==> src/rtl/convert_sequencer_if.sv <==
// Bus bundle for convert_sequencer: sample input, converter
// side, packed output stream and the sticky status flags.
interface convert_sequencer_if;
    logic                 CLR;
    logic                 WR_EN;
    logic [31:0]          WR_DATA;
    logic                 IN_READY;
    logic [7:0][31:0]     CVRT_DIN;
    logic                 CVRT;
    logic                 CVRT_END;
    logic [3:0][63:0]     CVRT_DOUT;
    logic                 OUT_VALID;
    logic                 OUT_READY;
    logic [63:0]          OUT_DATA;
    logic                 OUT_LAST;
    logic                 OVF;
    logic                 TMO;

    modport slave (
        input  CLR, WR_EN, WR_DATA, CVRT_END, CVRT_DOUT, OUT_READY,
        output IN_READY, CVRT_DIN, CVRT, OUT_VALID, OUT_DATA,
        output OUT_LAST, OVF, TMO
    );

    modport master (
        output CLR, WR_EN, WR_DATA, CVRT_END, CVRT_DOUT, OUT_READY,
        input  IN_READY, CVRT_DIN, CVRT, OUT_VALID, OUT_DATA,
        input  OUT_LAST, OVF, TMO
    );
endinterface

==> src/rtl/convert_sequencer.sv <==
// Front-end for the 32-to-64 converter: gathers 8 words, fires a
// convert, waits with a timeout, then drains 4 packed beats.
module convert_sequencer #(
    parameter int unsigned TIMEOUT = 16
) (
    input  logic               CLK,
    input  logic               nRST,
    convert_sequencer_if.slave bus
);
    typedef enum logic [1:0] {FILL, CONV, WAIT, DRAIN} state_t;

    localparam logic [7:0] WAIT_LAST = 8'(TIMEOUT - 1);

    state_t           state;
    state_t           state_nxt;
    logic [2:0]       idx;
    logic [1:0]       beat;
    logic [7:0]       wait_cnt;
    logic [7:0][31:0] din;
    logic [3:0][63:0] cap;
    logic [63:0]      out_data;
    logic             ovf;
    logic             tmo;
    logic             wr_acc;
    logic             wr_drop;
    logic             out_hs;
    logic             cvt_done;
    logic             cvt_tmo;

    assign wr_acc   = (state == FILL) && bus.WR_EN;
    assign wr_drop  = (state != FILL) && bus.WR_EN;
    assign out_hs   = (state == DRAIN) && bus.OUT_READY;
    assign cvt_done = (state == WAIT) && bus.CVRT_END;
    assign cvt_tmo  = (state == WAIT) && !bus.CVRT_END
                      && (wait_cnt == WAIT_LAST);

    // next-state decode
    always_comb begin
        state_nxt = state;
        unique case (state)
            FILL:    if (wr_acc && idx == 3'd7) state_nxt = CONV;
            CONV:    state_nxt = WAIT;
            WAIT: begin
                if (cvt_done)     state_nxt = DRAIN;
                else if (cvt_tmo) state_nxt = FILL;
            end
            DRAIN:   if (out_hs && beat == 2'd3) state_nxt = FILL;
            default: state_nxt = FILL;
        endcase
    end

    // state register
    always_ff @(posedge CLK) begin
        if (!nRST) state <= FILL;
        else       state <= state_nxt;
    end

    // frame buffer, wait counter, result capture and beat select
    always_ff @(posedge CLK) begin
        if (!nRST) begin
            idx      <= '0;
            beat     <= '0;
            wait_cnt <= '0;
            din      <= '0;
            cap      <= '0;
            out_data <= '0;
        end else begin
            if (wr_acc) begin
                din[idx] <= bus.WR_DATA;
                idx      <= idx + 3'd1;
            end
            if (state == CONV)
                wait_cnt <= '0;
            else if (state == WAIT && !bus.CVRT_END)
                wait_cnt <= wait_cnt + 8'd1;
            if (cvt_done) begin
                cap      <= bus.CVRT_DOUT;
                out_data <= bus.CVRT_DOUT[3];
                beat     <= '0;
            end else if (out_hs) begin
                beat     <= beat + 2'd1;
                out_data <= cap[2'd2 - beat];
            end
        end
    end

    // sticky flags; a set in the same cycle as CLR wins
    always_ff @(posedge CLK) begin
        if (!nRST) begin
            ovf <= 1'b0;
            tmo <= 1'b0;
        end else begin
            if (wr_drop)      ovf <= 1'b1;
            else if (bus.CLR) ovf <= 1'b0;
            if (cvt_tmo)      tmo <= 1'b1;
            else if (bus.CLR) tmo <= 1'b0;
        end
    end

    assign bus.IN_READY  = (state == FILL);
    assign bus.CVRT      = (state == CONV);
    assign bus.OUT_VALID = (state == DRAIN);
    assign bus.OUT_LAST  = (state == DRAIN) && (beat == 2'd3);
    assign bus.OUT_DATA  = out_data;
    assign bus.CVRT_DIN  = din;
    assign bus.OVF       = ovf;
    assign bus.TMO       = tmo;
endmodule

==> src/flat_wrapper.sv <==
// flat-port wrapper written by rule: the top's interface ports become plain ports
module convert_sequencer_flat 
#(
    parameter int unsigned TIMEOUT = 16
)
  (CLK, nRST, bus_CLR, bus_WR_EN, bus_WR_DATA, bus_CVRT_END, bus_CVRT_DOUT, bus_OUT_READY, bus_IN_READY, bus_CVRT_DIN, bus_CVRT, bus_OUT_VALID, bus_OUT_DATA, bus_OUT_LAST, bus_OVF, bus_TMO);
  convert_sequencer_if bus_i ();
  input  logic CLK;
  input  logic nRST;
  input wire logic [$bits(bus_i.CLR)-1:0] bus_CLR;
  input wire logic [$bits(bus_i.WR_EN)-1:0] bus_WR_EN;
  input wire logic [$bits(bus_i.WR_DATA)-1:0] bus_WR_DATA;
  input wire logic [$bits(bus_i.CVRT_END)-1:0] bus_CVRT_END;
  input wire logic [$bits(bus_i.CVRT_DOUT)-1:0] bus_CVRT_DOUT;
  input wire logic [$bits(bus_i.OUT_READY)-1:0] bus_OUT_READY;
  output wire logic [$bits(bus_i.IN_READY)-1:0] bus_IN_READY;
  output wire logic [$bits(bus_i.CVRT_DIN)-1:0] bus_CVRT_DIN;
  output wire logic [$bits(bus_i.CVRT)-1:0] bus_CVRT;
  output wire logic [$bits(bus_i.OUT_VALID)-1:0] bus_OUT_VALID;
  output wire logic [$bits(bus_i.OUT_DATA)-1:0] bus_OUT_DATA;
  output wire logic [$bits(bus_i.OUT_LAST)-1:0] bus_OUT_LAST;
  output wire logic [$bits(bus_i.OVF)-1:0] bus_OVF;
  output wire logic [$bits(bus_i.TMO)-1:0] bus_TMO;
  assign bus_i.CLR = bus_CLR;
  assign bus_i.WR_EN = bus_WR_EN;
  assign bus_i.WR_DATA = bus_WR_DATA;
  assign bus_i.CVRT_END = bus_CVRT_END;
  assign bus_i.CVRT_DOUT = bus_CVRT_DOUT;
  assign bus_i.OUT_READY = bus_OUT_READY;
  assign bus_IN_READY = bus_i.IN_READY;
  assign bus_CVRT_DIN = bus_i.CVRT_DIN;
  assign bus_CVRT = bus_i.CVRT;
  assign bus_OUT_VALID = bus_i.OUT_VALID;
  assign bus_OUT_DATA = bus_i.OUT_DATA;
  assign bus_OUT_LAST = bus_i.OUT_LAST;
  assign bus_OVF = bus_i.OVF;
  assign bus_TMO = bus_i.TMO;
  convert_sequencer #(.TIMEOUT(TIMEOUT)) u_core (.CLK(CLK), .nRST(nRST), .bus(bus_i));
endmodule
==> config.mk <==
export PLATFORM = sky130hd
export DESIGN_NAME = convert_sequencer_flat
export DESIGN_NICKNAME = d
export VERILOG_FILES = /design/src/rtl/convert_sequencer_if.sv /design/src/rtl/convert_sequencer.sv /design/src/flat_wrapper.sv
export SDC_FILE = /design/constraint.sdc
export NUM_CORES = 1
export LEC_CHECK = 0
export ABC_AREA = 1
export CAP_MARGIN = 20
export CORE_AREA = 5 5 240 242
export DETAILED_ROUTE_END_ITERATION = 6
export DIE_AREA = 0 0 245 247
export PLACE_DENSITY = 0.79
export SYNTH_ARGS = -nofsm -noshare
export SYNTH_HDL_FRONTEND = slang
export SYNTH_SLANG_ARGS = --single-unit
==> constraint.sdc <==
create_clock -name CLK -period 2.88 [get_ports CLK]
set_input_delay 0.288 -clock CLK [delete_from_list [all_inputs] [get_ports CLK]]
set_output_delay 0.288 -clock CLK [all_outputs]
set_load 0.02 [all_outputs]
=== Word level (Yosys, flattened, before mapping) ===
Cells that the tools add are included.

* Register bits after elaboration: 593
* Latch bits: 0
* Bits in writable memories: 0
* Memory bits (read-only): 0
* Bits of input ports: 294
* Memories: 0

* Add/subtract/negate cells: 4
* Multipliers: 0
* Div/mod/pow operators: 0
* Magnitude comparators: 3
* Eq/ne operators: 9
* Shifts and indexed selects: 0
* Multiplexer cells: 15
* Bitwise logic cells: 1
* Reduce and logical (&&, ||, !) cells: 19

{| class="wikitable"
|+ Operators with widths
! cell !! count
|-
| 256-bit bitwise mux || 1
|-
| 64-bit 2-to-1 mux || 3
|-
| 64-bit binary-select mux with 2-bit select || 1
|-
| 32-bit demux with 3-bit select || 1
|-
| 32-bit 2-to-1 mux || 1
|-
| 1-bit logical AND || 10
|-
| 8-bit by 1-bit adder with 8-bit output (second input constant) || 1
|-
| 8-bit by 4-bit equality test with 1-bit output (second input constant) || 1
|-
| 2-bit 2-to-1 mux || 4
|-
| 2-bit case mux with 4 select lines || 1
|-
| 2-bit nonzero test || 4
|-
| 2-bit equality test (second input constant) || 3
|-
| 3-bit by 4-bit less-than comparator with 1-bit output (second input constant) || 1
|-
| 2-bit by 1-bit inequality test with 1-bit output (second input constant) || 2
|-
| 2-bit OR reduction || 2
|-
| 3-bit by 1-bit adder with 3-bit output (second input constant) || 1
|-
| 3-bit equality test (second input constant) || 1
|-
| 3-bit by 1-bit greater-or-equal comparator with 1-bit output (second input constant) || 1
|-
| 2-bit by 3-bit less-than comparator with 1-bit output (second input constant) || 1
|-
| 1-bit 2-to-1 mux || 3
|-
| 3-bit by 1-bit inequality test with 1-bit output (second input constant) || 1
|-
| 3-bit AND reduction || 1
|-
| 2-bit by 1-bit adder with 2-bit output (second input constant) || 1
|-
| 2-bit by 1-bit equality test with 1-bit output (second input constant) || 1
|-
| 4 further kinds || 4
|}

=== Longest topological paths before layout ===
* Depth after elaboration: 6
* Mapped depth: 9
* Depth with buffers taken out: 9

=== Worst setup path before layout ===
No wires, ideal clock.

* Path kind: reg-to-reg
* From: reg u_core.state[1]
* To: reg u_core.din, in the netlist u_core.bus.CVRT_DIN[100]
* Library setup time: 0.116 ns
* Arrival: 1.426 ns
* Slack: 1.339 ns
* Cell stages (with the launch flop): 8
* Buffers on the path: 1
* Period minus slack after synthesis: 1.541 ns
* Path through: dfxtp_1 nor2_2 inv_1 nor2_4 nand2_1 clkbuf_1 o21ai_0 nor2_1

* Word-level cells in the longest chain between the ends: 2

{| class="wikitable"
|+ RTL lines
! item !! line !! source
|-
| from (decl) || convert_sequencer.sv:14 || <nowiki>state_t state;</nowiki>
|-
| from (signal assigned) || convert_sequencer.sv:55 || <nowiki>else state <= state_nxt;</nowiki>
|-
| 2-bit zero test || - ||
|-
| via bus_IN_READY || flat_wrapper.sv:16 || <nowiki>output wire logic [$bits(bus_i.IN_READY)-1:0] bus_IN_READY;</nowiki>
|-
| 1-bit logical AND || convert_sequencer.sv:30 || <nowiki>assign wr_acc = (state == FILL) && bus.WR_EN;</nowiki>
|-
| to (signal, indexed assignment) || convert_sequencer.sv:69 || <nowiki>din[idx] <= bus.WR_DATA;</nowiki>
|-
| to (decl) || convert_sequencer.sv:19 || <nowiki>logic [7:0][31:0] din;</nowiki>
|}

The timed path passes the listed nets, and every way through them passes these cells.
A chain may end at the register's enable or synchronous reset.

=== Worst setup path in the final report ===
* From: reg u_core.beat[0]
* To: out bus_OUT_LAST

* Word-level cells in the longest chain between the ends: 2

{| class="wikitable"
|+ RTL lines
! item !! line !! source
|-
| from (decl) || convert_sequencer.sv:17 || <nowiki>logic [1:0] beat;</nowiki>
|-
| from (signal assigned) || convert_sequencer.sv:81 || <nowiki>beat <= beat + 2'd1;</nowiki>
|-
| 2-bit equality test || convert_sequencer.sv:103 || <nowiki>assign bus.OUT_LAST = (state == DRAIN) && (beat == 2'd3);</nowiki>
|-
| 1-bit logical AND || convert_sequencer.sv:103 ||
|-
| to (decl) || flat_wrapper.sv:21 || <nowiki>output wire logic [$bits(bus_i.OUT_LAST)-1:0] bus_OUT_LAST;</nowiki>
|}

No other way between the ends.

==> impl_results.md <==
* Status: finished with violations
* Failing checks: DRC
* Switching Share at 0.288
* LEAKAGE at 12.2 nW
* Stages on the worst setup path at 4
* Synth cell types at 25
* Nets at a little under 4000
* Final core utilization at 0.582
* Die Span X at 245 microns
* GRT busiest layer: met2
* Final non-filler cell area at 31900 sq um
* Fmax at ~420 MHz
* Reg-to-reg slack, setup at around 820 ps
* CP delay by family, top: buffers and inverters
* IO Port Bufs at 619
* Comb power frac at 0.202
* Largest net degree at the start of global routing at 147
* H-Tree Depth at 2
* Switching pwr at 0.00643 W
* Share of post-route cells with drive strength above 1 at 0.0466
* Die area at 60500 sq um
* Crit Reg-Reg Startpoint: u_core.state[1]
* Cells after synthesis at approximately 3100
* PD cells at 700 nW/um^2
* Worst-margin pin slew at 916 ps
* IO Count at 620
* CTS Buf Count at 61
* DRT iter0 DRCs at about 2100
* Hold crit path type: in -> reg
* Reg power frac at 0.421
* CP endpoint kind: output port
* Final setup violation count at 0
* Vias at 23154
* Clk_lat worst skew at 640 ps
* Wire per inst at 19.0 microns
* Critical Path RT at 2590 ps
* Crit path launch type: flop
* RSZ-0062 raised after global routing: no
* Total GRT Usage at 0.259
* GR Util met3 at 0.0642
* Max-cap violations at 0
* Initial Utilization at 0.422
* Fin crit share at 0.834
* Crit-path max FO at 4
* Clk pwr share at 0.377
* DRC at 10
* TritonCTS clock tree: done
* CP max stage cell: clkdlybuf4s50_1
* Core area at 54900 sq um
* Post-Place Cell Area at 29700 sq um
* Vias per cell at about 5.3
* Reg-to-reg critical path endpoint: u_core.bus.OUT_DATA[46]
* Met2 Track Usage GR at 0.419
* Synthesized area at 23200 sq um
* Final total power at roughly 0.022 W
* Row count at 86
* CTS Hold Bufs at 0
* HPWL after DPL at approximately 58000 microns
* Crit path largest cell delay at 700 ps
* Number of global-route vias before repair at 21355
* Register bit total from synthesis at 593
* Synthesis-to-finish area growth at 37.7%
* Critical path, cell by cell: ha_2 > inv_1 > nor2_1 > clkdlybuf4s50_1
* Total gr overflow at 0
* Avg Inst Size Synth at 7.37 sq um
* Rel. slew slack at 0.390
* WL final at 83800 microns
* Minimum clock period at about 2400 ps
* Global placement routability congestion at 0.856
* Internal power at 0.0159 W
* Remaining antenna violation count at 0
* CTS Sinks at around 590
* Pre-antenna DRT Iters at 7
* Type of the worst setup path: reg -> out
* Worst R2R Path Depth at 7
* Initial antenna violation count at 19
* Maximum VDD drop at 0.499 mV
* # resized after CTS at 0
* Seq/Total Area, Yosys at 0.512
* CTS root buf: clkbuf_16
* Met1 Usage GRT at 0.325
* Fin. max-slew vios at 0
* Crit path launch: u_core.beat[0]
* First-pass GRT wire length at 125000 microns
* Critical path arrival at 2120 ps
* Clk pin slew, worst setup/hold paths at 60 ps
* Yosys warnings at 0
* Fin Setup TNS at 0 ps
* Synth Net Count at 3443
* Fin Clk Skew at 34.8 ps
* Clock Path Buffers at 3
* Sum of buffers and inverters on the critical path at 2
* Die H at 247 microns
* Crit path to: bus_OUT_LAST
* Final hold vios at 0
* Post CTS Setup Buffer Count at 0
## synth_stat cells, drive strengths merged
library cell,number,area share
a21oi,267,0.058
and3,1,0.00027
buf,91,0.025
clkbuf,138,0.022
clkinv,1,0.00016
dfxtp,593,0.51
ha,4,0.0022
inv,289,0.047
nand2,437,0.071
nand3,189,0.041
nand3b,1,0.00032
nor2,544,0.089
nor3,1,0.00022
o211ai,6,0.0019
o21ai,518,0.11
o21bai,1,0.00032
o22ai,64,0.017
## worst min-delay path by stage
stage                             startpoint                     end  cells past startpoint
final                                   nRST  u_core.bus.CVRT_DIN[9]                      3
after global routing                    nRST  u_core.bus.CVRT_DIN[9]                      3
after CTS                               nRST  u_core.bus.CVRT_DIN[9]                      3
after detailed placement     u_core.cap[161]         u_core.cap[161]                      2
after global placement       u_core.cap[110]         u_core.cap[110]                      2
after floorplan           bus_CVRT_DOUT[189]         u_core.cap[189]                      2
## power by group through the flow
stage | sequential, W | clock (W) | combinational [W]
CTS | 0.00940 | 0.00849 | 0.00450
detailed placement | 0.00957 | 0 | 0.00447
global placement | 0.00955 | 0 | 0.00440
global route | 0.00948 | 0.00886 | 0.00489
finish | 0.00940 | 0.00842 | 0.00451
floorplan | 0.0101 | 0 | 0.00193
## worst min-delay path, cell delays in order
cell     delay (ps)
buf_8           190
o21ai_0         110
nor2_1           40
## kinds of logic after synthesis
kind of cell | count (synthesis) | share of synthesized area
compound gates | 856 | 0.189
fa+ha+maj | 4 | 0.00216
buf+inv | 519 | 0.0948
flops | 593 | 0.512
simple gates | 1173 | 0.202
## placed cells by master, fill, tap and decap left out, types with 9 or more instances in the layout
cell,n
a21oi_1,267
buf_12,16
buf_4,28
clkbuf_1,9
clkbuf_16,61
clkbuf_8,26
clkdlybuf4s50_1,618
dfxtp_1,592
diode_2,14
inv_1,276
inv_2,13
nand2_1,433
nand3_1,189
nor2_1,540
o21ai_0,508
o21ai_1,10
o22ai_1,64
## metal layers
layer | vias to the layer above | routed length [microns] | part of all wire
li1 | 11173 | - | -
met1 | 10668 | 33100 | 0.40
met4 | 10 | 4070 | 0.049
met3 | 211 | 7620 | 0.091
met2 | 1092 | 38900 | 0.46
met5 | - | 72 | 0.00086
## per-stage QoR
| stage | setup WS, ps | hold WS (ps) | instances |
|---|---|---|---|
| final | 477 | 49.3 | 4409 |
| after CTS | 440 | 43.9 | 4395 |
| after global placement | 698 | 439 | 4283 |
| after detailed placement | 666 | 442 | 4283 |
| after floorplan | 1340 | 423 | 3145 |
| after global routing | 390 | 56.3 | 4407 |
## area by class of cell
class | count | area (sq um)
Clock inverter | 16 | 258
Antenna cell | 14 | 35.0
Inverter | 290 | 1090
Tap cell | 704 | 881
Sequential cell | 593 | 11900
Clock buffer | 96 | 1920
Fill cell | 4885 | 23000
Timing Repair Buffer | 663 | 6730
Multi-Input combinational cell | 2033 | 9130
## registers in the layout, indices dropped and copies added (netlist names)
signal               count
u_core.bus.CVRT_DIN    256
u_core.cap             256
u_core.bus.OUT_DATA     64
u_core.wait_cnt          8
u_core.idx               3
u_core.beat              2
u_core.state             2
u_core.bus.OVF           1
u_core.bus.TMO           1
No activity file was read; power rests on OpenSTA's default activity.
